<file path="config.mk">
export PLATFORM = sky130hd
export DESIGN_NAME = pipe_skid_stage
export DESIGN_NICKNAME = d
export VERILOG_FILES = /design/src/rtl/pipe_pkg.sv /design/src/rtl/sat_counter.sv /design/src/rtl/pipe_skid_stage.sv
export SDC_FILE = /design/constraint.sdc
export NUM_CORES = 1
export LEC_CHECK = 0
export CORE_MARGIN = 1
export CORE_UTILIZATION = 40
export DETAILED_ROUTE_END_ITERATION = 16
export PLACE_DENSITY = 0.66
export SLEW_MARGIN = 10
export SYNTH_ARGS = -nofsm -noshare
export SYNTH_HDL_FRONTEND = slang
export SYNTH_SLANG_ARGS = --single-unit
</file>
<file path="constraint.sdc">
create_clock -name clk -period 1.7 [get_ports clk]
set_input_delay 0.51 -clock clk [delete_from_list [all_inputs] [get_ports clk]]
set_output_delay 0.51 -clock clk [all_outputs]
set_load 0.005 [all_outputs]
</file>
<file path="src/rtl/pipe_pkg.sv">
// Shared pipeline definitions: nop encoding, per-boundary payload widths and
// field offsets used to pack/unpack stage payloads into a pipe_skid_stage.
package pipe_pkg;

   localparam logic [31:0] NOP_INSTR = 32'h0;

   // IF/ID payload: {instr, pc}
   localparam int IF_ID_PC_OFF    = 0;
   localparam int IF_ID_INSTR_OFF = 32;
   localparam int IF_ID_W         = 64;

   // ID/EX payload: {ext, rt_data, instr, pc}
   localparam int ID_EX_PC_OFF    = 0;
   localparam int ID_EX_INSTR_OFF = 32;
   localparam int ID_EX_RT_OFF    = 64;
   localparam int ID_EX_EXT_OFF   = 96;
   localparam int ID_EX_W         = 128;

   // EX/MEM payload: {jump, rt_data, alu_res, pc}
   localparam int EX_MEM_PC_OFF   = 0;
   localparam int EX_MEM_ALU_OFF  = 32;
   localparam int EX_MEM_RT_OFF   = 64;
   localparam int EX_MEM_JMP_OFF  = 96;
   localparam int EX_MEM_W        = 97;

   // MEM/WB payload: {jump, mdu_res, alu_res, pc}
   localparam int MEM_WB_PC_OFF   = 0;
   localparam int MEM_WB_ALU_OFF  = 32;
   localparam int MEM_WB_MDU_OFF  = 64;
   localparam int MEM_WB_JMP_OFF  = 96;
   localparam int MEM_WB_W        = 97;

   // Widest boundary; default stage width
   localparam int PIPE_MAX_W      = 128;

   // Pack an IF/ID payload
   function automatic logic [IF_ID_W-1:0] pack_if_id(input logic [31:0] pc,
                                                    input logic [31:0] instr);
      logic [IF_ID_W-1:0] p;
      p = '0;
      p[IF_ID_PC_OFF    +: 32] = pc;
      p[IF_ID_INSTR_OFF +: 32] = instr;
      return p;
   endfunction

endpackage

</file>
<file path="src/rtl/sat_counter.sv">
// Saturating up-counter: increments on inc, sticks at all-ones, clr wins.
module sat_counter #(
   parameter int CNT_W = 32
) (
   input  logic             clk,
   input  logic             clr,
   input  logic             inc,
   output logic [CNT_W-1:0] cnt
);

   logic [CNT_W-1:0] cnt_q;
   logic [CNT_W-1:0] cnt_d;

   // Next count: clear, saturating increment, or hold
   always_comb begin
      cnt_d = cnt_q;
      if (clr)
         cnt_d = '0;
      else if (inc && !(&cnt_q))
         cnt_d = cnt_q + 1'b1;
   end

   // Count register
   always_ff @(posedge clk) begin
      cnt_q <= cnt_d;
   end

   assign cnt = cnt_q;

endmodule

</file>
<file path="src/rtl/pipe_skid_stage.sv">
// Elastic valid/ready pipeline stage with a 2-entry skid buffer.
// in_ready is a pure register output (= ~skid valid). Flush empties the stage
// and both data registers fall back to BUBBLE_VAL whenever a slot empties.
// Optional statistics counters (stall_cnt, flush_cnt) are built only when the
// macro PIPE_STAGE_STATS_EN is defined.
module pipe_skid_stage
   import pipe_pkg::*;
#(
   parameter int                DATA_W     = PIPE_MAX_W,
   parameter logic [DATA_W-1:0] BUBBLE_VAL = '0,
   parameter int                CNT_W      = 32
) (
   input  logic              clk,
   input  logic              reset,
   input  logic              flush,
   input  logic              in_valid,
   output logic              in_ready,
   input  logic [DATA_W-1:0] in_data,
   output logic              out_valid,
   input  logic              out_ready,
`ifdef PIPE_STAGE_STATS_EN
   output logic [DATA_W-1:0] out_data,
   output logic [CNT_W-1:0]  stall_cnt,
   output logic [CNT_W-1:0]  flush_cnt
`else
   output logic [DATA_W-1:0] out_data
`endif
);

   logic              main_v_q, main_v_d;
   logic [DATA_W-1:0] main_d_q, main_d_d;
   logic              skid_v_q, skid_v_d;
   logic [DATA_W-1:0] skid_d_q, skid_d_d;
   logic              acc;
   logic              emt;

   assign acc = in_valid & ~skid_v_q;
   assign emt = main_v_q & out_ready;

   // Occupancy transitions EMPTY / ONE / FULL; flush overrides everything
   always_comb begin
      main_v_d = main_v_q;
      main_d_d = main_d_q;
      skid_v_d = skid_v_q;
      skid_d_d = skid_d_q;
      if (flush) begin
         main_v_d = 1'b0;
         main_d_d = BUBBLE_VAL;
         skid_v_d = 1'b0;
         skid_d_d = BUBBLE_VAL;
      end else if (!main_v_q) begin
         // EMPTY: skid is never occupied while main is empty
         if (acc) begin
            main_v_d = 1'b1;
            main_d_d = in_data;
         end
      end else if (!skid_v_q) begin
         // ONE
         if (acc && emt) begin
            main_d_d = in_data;
         end else if (acc) begin
            skid_v_d = 1'b1;
            skid_d_d = in_data;
         end else if (emt) begin
            main_v_d = 1'b0;
            main_d_d = BUBBLE_VAL;
         end
      end else begin
         // FULL: no accept possible; drain skid into main on emit
         if (emt) begin
            main_d_d = skid_d_q;
            skid_v_d = 1'b0;
            skid_d_d = BUBBLE_VAL;
         end
      end
   end

   // Slot registers; reset returns both slots to empty bubbles
   always_ff @(posedge clk) begin
      if (reset) begin
         main_v_q <= 1'b0;
         main_d_q <= BUBBLE_VAL;
         skid_v_q <= 1'b0;
         skid_d_q <= BUBBLE_VAL;
      end else begin
         main_v_q <= main_v_d;
         main_d_q <= main_d_d;
         skid_v_q <= skid_v_d;
         skid_d_q <= skid_d_d;
      end
   end

   assign in_ready  = ~skid_v_q;
   assign out_valid = main_v_q;
   assign out_data  = main_d_q;

`ifdef PIPE_STAGE_STATS_EN
   logic stall_inc;
   logic flush_inc;

   assign stall_inc = main_v_q & ~out_ready & ~flush;
   assign flush_inc = flush & (main_v_q | skid_v_q);

   sat_counter #(.CNT_W(CNT_W)) u_stall_cnt (
      .clk (clk),
      .clr (reset),
      .inc (stall_inc),
      .cnt (stall_cnt)
   );

   sat_counter #(.CNT_W(CNT_W)) u_flush_cnt (
      .clk (clk),
      .clr (reset),
      .inc (flush_inc),
      .cnt (flush_cnt)
   );
`endif

endmodule

</file>
==> reports/metrics.csv, run 1 <==
metric,value,unit
WP data arrival,1.15,ns
clk buf depth,3,
global routing usage on met3,0.0485,
Worst R2R Start,skid_v_q$_SDFFE_PP0P_,
Simple-Gate Fraction of Synth Area,0.0572,
cell family with most CP delay,flip-flops,
Final Skew,0.0124,ns
Worst Hold Depth,3,
via count,8518,
warnings from Yosys,0,
Crit Path Max Fanout,2,
Worst VDD drop,542,uV
DRT iter0 DRCs,431,
area of the mapped netlist,9740,um2
Crit. End Element,primary output,
share of layout cells above drive strength 1,0.113,
"Net Count, Synth",1148,
"Hold Violations, Final",0,
crit path kind,register to primary output,
GRT busiest layer,met2,
post-synthesis compound-gate area fraction,0.301,
die area,25000,um2
input/output buffers,262,
pwr dens,974,nW/um2
pre-CTS setup slack,-0.505,ns
GRT overflow,0,
Synth cell types,27,
cts hold-fix bufs,0,
area of the core,23700,um2
crit path cell chain,dlygate4sd2_1,
Worst Setup SP,out_data[105]$_SDFFE_PP0P_,
Max-Cap Viols,0,
Post-Synth Adder-Cell Area,0,
syn avg cell area,9.60,um2
min-delay src,in_valid,
Worst Setup Start Kind,register,
io pins,263,
CTS root buffer,clkbuf_16,
latest clock arrival within the worst-skew pair,0.53,ns
Syn Inst Count,1015,
area delta synth->final,39.5,%
Slowest cell on crit path,dfxtp_1,
Synth area leaders,"dfxtp_1, a22o_1, a221oi_1, o21ai_0, inv_1",
most frequent cells in the layout,"dfxtp_1, inv_1, clkdlybuf4s50_1",
Worst slew margin,0.685,
HPWL after DPL,17600,um
htree depth,1,
TritonCTS Sinks,258,
crit-path max cell delay,0.36,ns
Pleak,5.53,nW
WP buf/inv,1,
met1 Use GR,0.289,
Reg2Reg Capture Point,out_data[55]$_SDFFE_PP0P_,
drt via density,5.34,
final wirelength,27700,um
Row Count,56,
status,"complete, no violations",
post-route antenna net violation count,0,
"most common cell after layout, fill and taps aside",dfxtp_1,
CTS tree,yes,
Die Width,158,um
NumNets Final,1390,
proportion of synthesized area in mux cells,0,
synthesized flop and latch total,258,
first-pass GRT wire length,43500,um
RSZ-0062 raised after global routing,no,
drt pass-1 iters,5,
post-DR wirelength/cell,17.4,um
met2 Usage GRT,0.355,
main combinational cell family by area after synthesis,compound AO/OA/AOI/OAI gates,
Synth Area in XOR/XNOR,0,
# diodes,0,
total track usage,0.217,
Final min period,1.66,ns
antenna violations before repair,1,
Tightest Pin Transition,0.473,ns
hold path endpoint,skid_v_q$_SDFFE_PP0P_,
R2R depth,5,
R2R Setup Slk,0.11,ns
RePlAce Congestion,0.756,
share of the synthesized area in the top cell type,0.530,
# setup viols final,0,
dpl cells,1545,
top cell type by total area after synthesis,dfxtp_1,
Initial Util,0.411,
vias in the first global route,8162,
largest net degree at the start of global routing,56,
setup ws final,0.0421,ns
crit share post-route,0.975,
cts bufs inserted,27,
final non-filler cell total,1594,
Worst Hold Class,input pin to register,
sequential fraction of the synthesis area,0.530,
clk slew on worst S/H paths,0.06,ns
Max Slew Vio Count,0,
Max Freq,603,MHz
# DRC,0,
required time of the critical path,1.19,ns
height of the die,158,um
## cells in the mapped netlist
cell type and number:
a2111oi_0 1, a211oi_1 1, a21oi_1 2, a221oi_1 124, a221oi_2 3, a22o_1 128, and2_1 1, and2b_1 1
and4bb_1 1, buf_1 1, buf_2 31, buf_4 7, buf_6 22, clkbuf_1 36, clkbuf_2 1, dfxtp_1 258
inv_1 130, nand2_1 129, nand2b_1 1, nand3_1 1, nor2_1 3, nor3_1 1, nor3b_2 1, o21a_1 1
o21ai_0 126, o21ai_1 3, or2_2 1
## power breakdown
group | leakage [nW] | internal, mW | switching [mW]
Clock | 0.415 | 3.18 | 2.38
Combinational | 3.01 | 0.691 | 0.696
Sequential | 2.11 | 6.20 | 0.0825
Total | 5.53 | 10.1 | 3.16
## metrics by stage
stage / util / instance area (um2) / power [mW] / hold WS, ns / setup TNS [ns]
after global routing: 0.574 / 13600 / 13.7 / 0.309 / 0
after floorplan: - / 9740 / 7.01 / 0.444 / 0
after detailed placement: 0.542 / 12800 / 7.90 / 0.443 / -117.20
final: 0.574 / 13600 / 13.2 / 0.287 / 0
after CTS: 0.573 / 13600 / 13.4 / 0.270 / 0
after global placement: 0.542 / 12800 / 7.89 / 0.445 / -110.46
## how the worst max path moves through the flow
| stage | slack [ns] | end | cells past startpoint |
|---|---|---|---|
| 6_report | 0.04 | out_data[105] | 1 |
| 5_1_grt | 0.0008 | out_data[9] | 1 |
| 4_1_cts | 0.01 | out_data[9] | 1 |
| 3_5_place_dp | -0.51 | skid_d_q[57]$_SDFFE_PP0P_ | 6 |
| 3_3_place_gp | -0.48 | out_data[36]$_SDFFE_PP0P_ | 6 |
| 2_1_floorplan | 0.18 | skid_d_q[100]$_SDFFE_PP0P_ | 5 |
## area by class of cell
type | count | area [um2]
clock buffer | 37 | 773
clock inverter | 10 | 65.1
fill | 2168 | 10100
inverter | 130 | 488
multi-input combinational | 529 | 3530
sequential | 258 | 5220
tap | 319 | 399
timing repair buffer | 311 | 3110
## registers in the layout (all words and copies together) (netlist names)
signal	cells
out_data	128
out_valid	1
skid_d_q	128
skid_v_q	1
## logic make-up (layout without fill, tap and decap cells)
group,count (synthesis),after routing
simple gates,140,140
compound gates,389,389
flops,258,258
buf+inv,228,488
## repair_timing
action,CTS,global route
buffers inserted,2,0
gates resized for setup,173,5
endpoints found under the setup margin,130,96
pin swaps,0,0
## layer usage
metal  part of all wire  vias to the layer above
met2               0.47                      279
li1                   -                     4121
met1               0.44                     4078
met5            0.00047                        -
met3              0.074                       38
met4              0.022                        2
Power figures use the tool's default switching activity.
==> run 2: changes to the inputs <==
Settings changed: ABC_CLOCK_PERIOD_IN_PS set to 1700, MAX_ROUTING_LAYER set to met4.
==> run 2 against run 1 <==
Effect of this change:
- hold slack improved by 0.0023 ns
- global-route usage is 0.66 points higher
- critical path type unchanged
- sequential power about the same
- die area did not move
- via count is 0.18% higher
- critical path depth unchanged
- wire length is 0.15% higher
- largest power group unchanged
- clock-buffer cell count did not move
- register-to-register slack is essentially flat
==> reports/metrics.csv, run 2 (synthesis results as in run 1) <==
metric,value,unit
status,"complete, no violations",
vias in the first global route,8170,
io pins,263,
R2R depth,6,
total track usage,0.224,
Clk network pwr share,0.420,
global routing usage on met3,0.0443,
Slowest cell on crit path,dfxtp_1,
GRT busiest layer,met2,
cell family with most CP delay,flip-flops,
Max-Cap Viols,0,
via count,8533,
# setup viols final,0,
# DRC,0,
Final Skew,0.0144,ns
TritonCTS Sinks,258,
Internal,10.1,mW
crit path kind,register to primary output,
latest clock arrival within the worst-skew pair,0.53,ns
Max Freq,604,MHz
DRT iter0 DRCs,512,
WP buf/inv,1,
Max Slew Vio Count,0,
Crit. End Element,primary output,
Sw Share,0.239,
overall power,13.2,mW
CTS root buffer,clkbuf_16,
largest net degree at the start of global routing,56,
most frequent cells in the layout,"dfxtp_1, inv_1, clkdlybuf4s50_1",
height of the die,158,um
finished layout cell area,13600,um2
"most common cell after layout, fill and taps aside",dfxtp_1,
required time of the critical path,1.19,ns
input/output buffers,262,
setup ws final,0.0431,ns
post-layout util,0.574,
GRT overflow,0,
area delta synth->final,39.5,%
CTS tree,yes,
met2 Usage GRT,0.357,
clk buf depth,3,
Crit Path Max Fanout,2,
Worst Hold Class,input pin to register,
NetSw,3.16,mW
crit path cell chain,dlygate4sd2_1,
Post-DP Area,12800,um2
WHS,0.289,ns
clk slew on worst S/H paths,0.06,ns
RSZ-0062 raised after global routing,no,
WP data arrival,1.15,ns
Worst Setup Start Kind,register,
htree depth,1,
combinational power share,0.105,
first-pass GRT wire length,43500,um
RePlAce Congestion,0.766,
Row Count,56,
Pleak,5.53,nW
NumNets Final,1390,
final wirelength,27700,um
area of the core,23700,um2
antenna violations before repair,1,
cts hold-fix bufs,0,
drt via density,5.35,
share of layout cells above drive strength 1,0.113,
crit share post-route,0.975,
HPWL after DPL,17600,um
pre-CTS setup slack,-0.505,ns
Die Width,158,um
crit-path max cell delay,0.33,ns
post-DR wirelength/cell,17.4,um
Initial Util,0.411,
Worst Hold Depth,3,
Worst slew margin,0.677,
Flop pwr share,0.475,
cts bufs inserted,27,
Tightest Pin Transition,0.484,ns
drt pass-1 iters,5,
pwr dens,974,nW/um2
Worst VDD drop,542,uV
die area,25000,um2
number of stages on the worst setup path,1,
post-route antenna net violation count,0,
Final min period,1.66,ns
met1 Use GR,0.291,
"Hold Violations, Final",0,
-- run 2: area by class of cell --
class | count | area, um2
timing repair buffer | 311 | 3110
inverter | 130 | 488
tap | 319 | 399
clock buffer | 37 | 773
clock inverter | 10 | 65.1
multi-input combinational | 529 | 3530
antenna | 1 | 2.50
fill | 2167 | 10100
sequential | 258 | 5220
-- run 2: worst register-to-register path: cells and delay by family (launching register included) --
kind	cells	cell delay (ns)
buffers and inverters	3	0.54
AO/OA/AOI/OAI	1	0.15
AND/OR/NAND/NOR	2	0.50
flip-flops	1	0.34
-- run 2: worst paths after layout --
path / from / to / slack, ns
min: in_valid / skid_v_q$_SDFFE_PP0P_ / 0.29
max reg2reg: out_valid$_SDFF_PP0_ / skid_d_q[92]$_SDFFE_PP0P_ / 0.11
max: out_data[78]$_SDFFE_PP0P_ / out_data[78] / 0.04
min reg2reg: out_data[127]$_SDFFE_PP0P_ / out_data[127]$_SDFFE_PP0P_ / 0.46
-- run 2: power groups by stage --
stage,registers [mW],clock network (mW),logic (mW)
finish,6.29,5.56,1.39
global route,6.30,5.94,1.51
CTS,6.29,5.69,1.40
detailed placement,6.42,0,1.48
global placement,6.42,0,1.47
floorplan,6.41,0,0.600
-- run 2: through the flow --
step | TNS (ns) | instances
floorplan | 0 | 1015
global placement | -110.46 | 1545
detailed placement | -117.20 | 1545
CTS | 0 | 1594
global route | 0 | 1595
finish | 0 | 1595
-- run 2: routing by layer --
layer | vias to the layer above | wire, um
met2 | 298 | 12900
met4 | 0 | 599
met1 | 4074 | 12200
li1 | 4124 | -
met3 | 37 | 2000
met5 | - | 0
-- run 2: timing repair --
item                                    4_1_cts  5_1_grt
gates cloned                                  0        0
endpoints found under the setup margin      130       95
gates resized for setup                     173        5
buffers inserted                              2        0
pin swaps                                     0        0
endpoints found under the hold margin         0        0
==> run 3: changes to the inputs <==
Settings changed: CORE_ASPECT_RATIO set to 1.4, GPL_TIMING_DRIVEN set to 0.
==> run 3 against run 2 <==
Effect of this change:
- design area is 0.52% higher
- critical path depth is 5 higher
- sequential share of layout area is 0.33 points lower
==> reports/metrics.csv, run 3 (synthesis results as in run 1) <==
metric,value,unit
area of the core,23900,um2
latest clock arrival within the worst-skew pair,0.52,ns
largest net degree at the start of global routing,20,
HPWL after DPL,20300,um
htree depth,1,
"most common cell after layout, fill and taps aside",dfxtp_1,
NumNets Final,1438,
dpl cells,1587,
TritonCTS Sinks,258,
Die Width,134,um
overall power,13.1,mW
cts hold-fix bufs,0,
crit path kind,register to register,
required time of the critical path,2.11,ns
antenna violations before repair,4,
Final TNS setup,0,ns
clk slew on worst S/H paths,0.06,ns
crit-path max cell delay,0.36,ns
Crit. End Element,register,
post-DR wirelength/cell,17.9,um
pwr dens,956,nW/um2
Initial Util,0.408,
Worst slew margin,0.668,
WP buf/inv,3,
die area,25000,um2
Slowest cell on crit path,dfxtp_4,
Tightest Pin Transition,0.498,ns
crit share post-route,0.974,
Max Slew Vio Count,0,
WP data arrival,2.07,ns
DRT iter0 DRCs,458,
cts bufs inserted,24,
input/output buffers,262,
cell family with most CP delay,buffers and inverters,
GRT overflow,0,
CTS tree,yes,
Post-DP Area,12800,um2
# setup viols final,0,
most frequent cells in the layout,"dfxtp_1, inv_1, clkdlybuf4s50_1",
first-pass GRT wire length,46000,um
Worst Setup Start Kind,register,
status,"complete, no violations",
RSZ-0062 raised after global routing,yes,
"Hold Violations, Final",0,
clk buf depth,3,
area delta synth->final,40.2,%
Worst Hold Class,input pin to register,
Max Freq,604,MHz
io pins,263,
final non-filler cell total,1634,
Row Count,67,
CTS root buffer,clkbuf_16,
"Top cell by count, worst path",buf_4,
total track usage,0.235,
# DRC,0,
Max-Cap Viols,0,
share of layout cells above drive strength 1,0.142,
crit path cell chain,"buf_4, nand2b_1, o21a_1, buf_4, buf_4, a221oi_1",
final wirelength,29200,um
drt pass-1 iters,5,
Filler cells,2209,
Worst VDD drop,661,uV
RePlAce Congestion,0.787,
Reg area,5200,um2
multi-input logic area,3620,um2
height of the die,187,um
finished layout cell area,13700,um2
Final min period,1.66,ns
via count,8709,
Final Skew,0.0130,ns
post-layout util,0.572,
post-route antenna net violation count,0,
drt via density,5.33,
vias in the first global route,8528,
Pleak,5.66,nW
Crit Path Max Fanout,10,
==> run 3: cell types whose count changed in the layout (fill, tap and decap cells not counted), sizes merged <==
cell           before  now
clkbuf             37   70
diode               1    4
clkinvlp            2    0
bufinv              0    1
dlygate4sd2       126  127
inv               132  130
buf                50   65
clkdlybuf4s15       4    3
==> run 3: routing by layer <==
layer  part of all wire  global-route usage
met5                  0                   -
met4              0.021              0.0625
met3              0.065              0.0427
met2               0.51               0.405
met1               0.40               0.277
==> run 3: final cells by class <==
cell class,instances,area share
Sequential cell,258,0.381
Tap cell,310,0.0284
Inverter,130,0.0357
Buffer,96,0.0504
Clock inverter,7,0.00440
Multi-Input combinational cell,529,0.265
Clock buffer,34,0.0519
Antenna cell,4,0.000733
Timing Repair Buffer,266,0.182
==> run 3: worst min-delay path, stage by stage <==
cell and delay (ns):
dlymetal6s2s_1 0.19, nand2b_1 0.12, a21oi_1 0.07
==> run 3: final timing paths <==
kind                               from                    endpoint  slack [ns]  cells after the start
max               skid_v_q$_SDFFE_PP0P_   out_data[53]$_SDFFE_PP0P_        0.04                      6
min                            in_valid        out_valid$_SDFF_PP0_        0.42                      3
max reg2reg       skid_v_q$_SDFFE_PP0P_   out_data[53]$_SDFFE_PP0P_        0.04                      6
min reg2reg  out_data[126]$_SDFFE_PP0P_  out_data[126]$_SDFFE_PP0P_        0.46                      2
==> run 3: timing repair <==
item	in CTS	in global routing
gates resized for setup	194	63
cloned	1	1
setup endpoints to repair	354	245
pin swaps	1	0
buffers inserted	2	0
==> run 3: report_power, final <==
group	internal [mW]	switching, mW
Combinational	0.705	0.739
Clock	3.04	2.29
Sequential	6.20	0.0808
Total	9.94	3.11
==> run 3: through the flow <==
stage          setup WS [ns]  hold WS, ns
2_1_floorplan          0.180        0.444
3_3_place_gp          -0.701        0.444
3_5_place_dp          -0.719        0.447
4_1_cts              0.00177        0.459
5_1_grt              -0.0125        0.427
6_report              0.0450        0.416
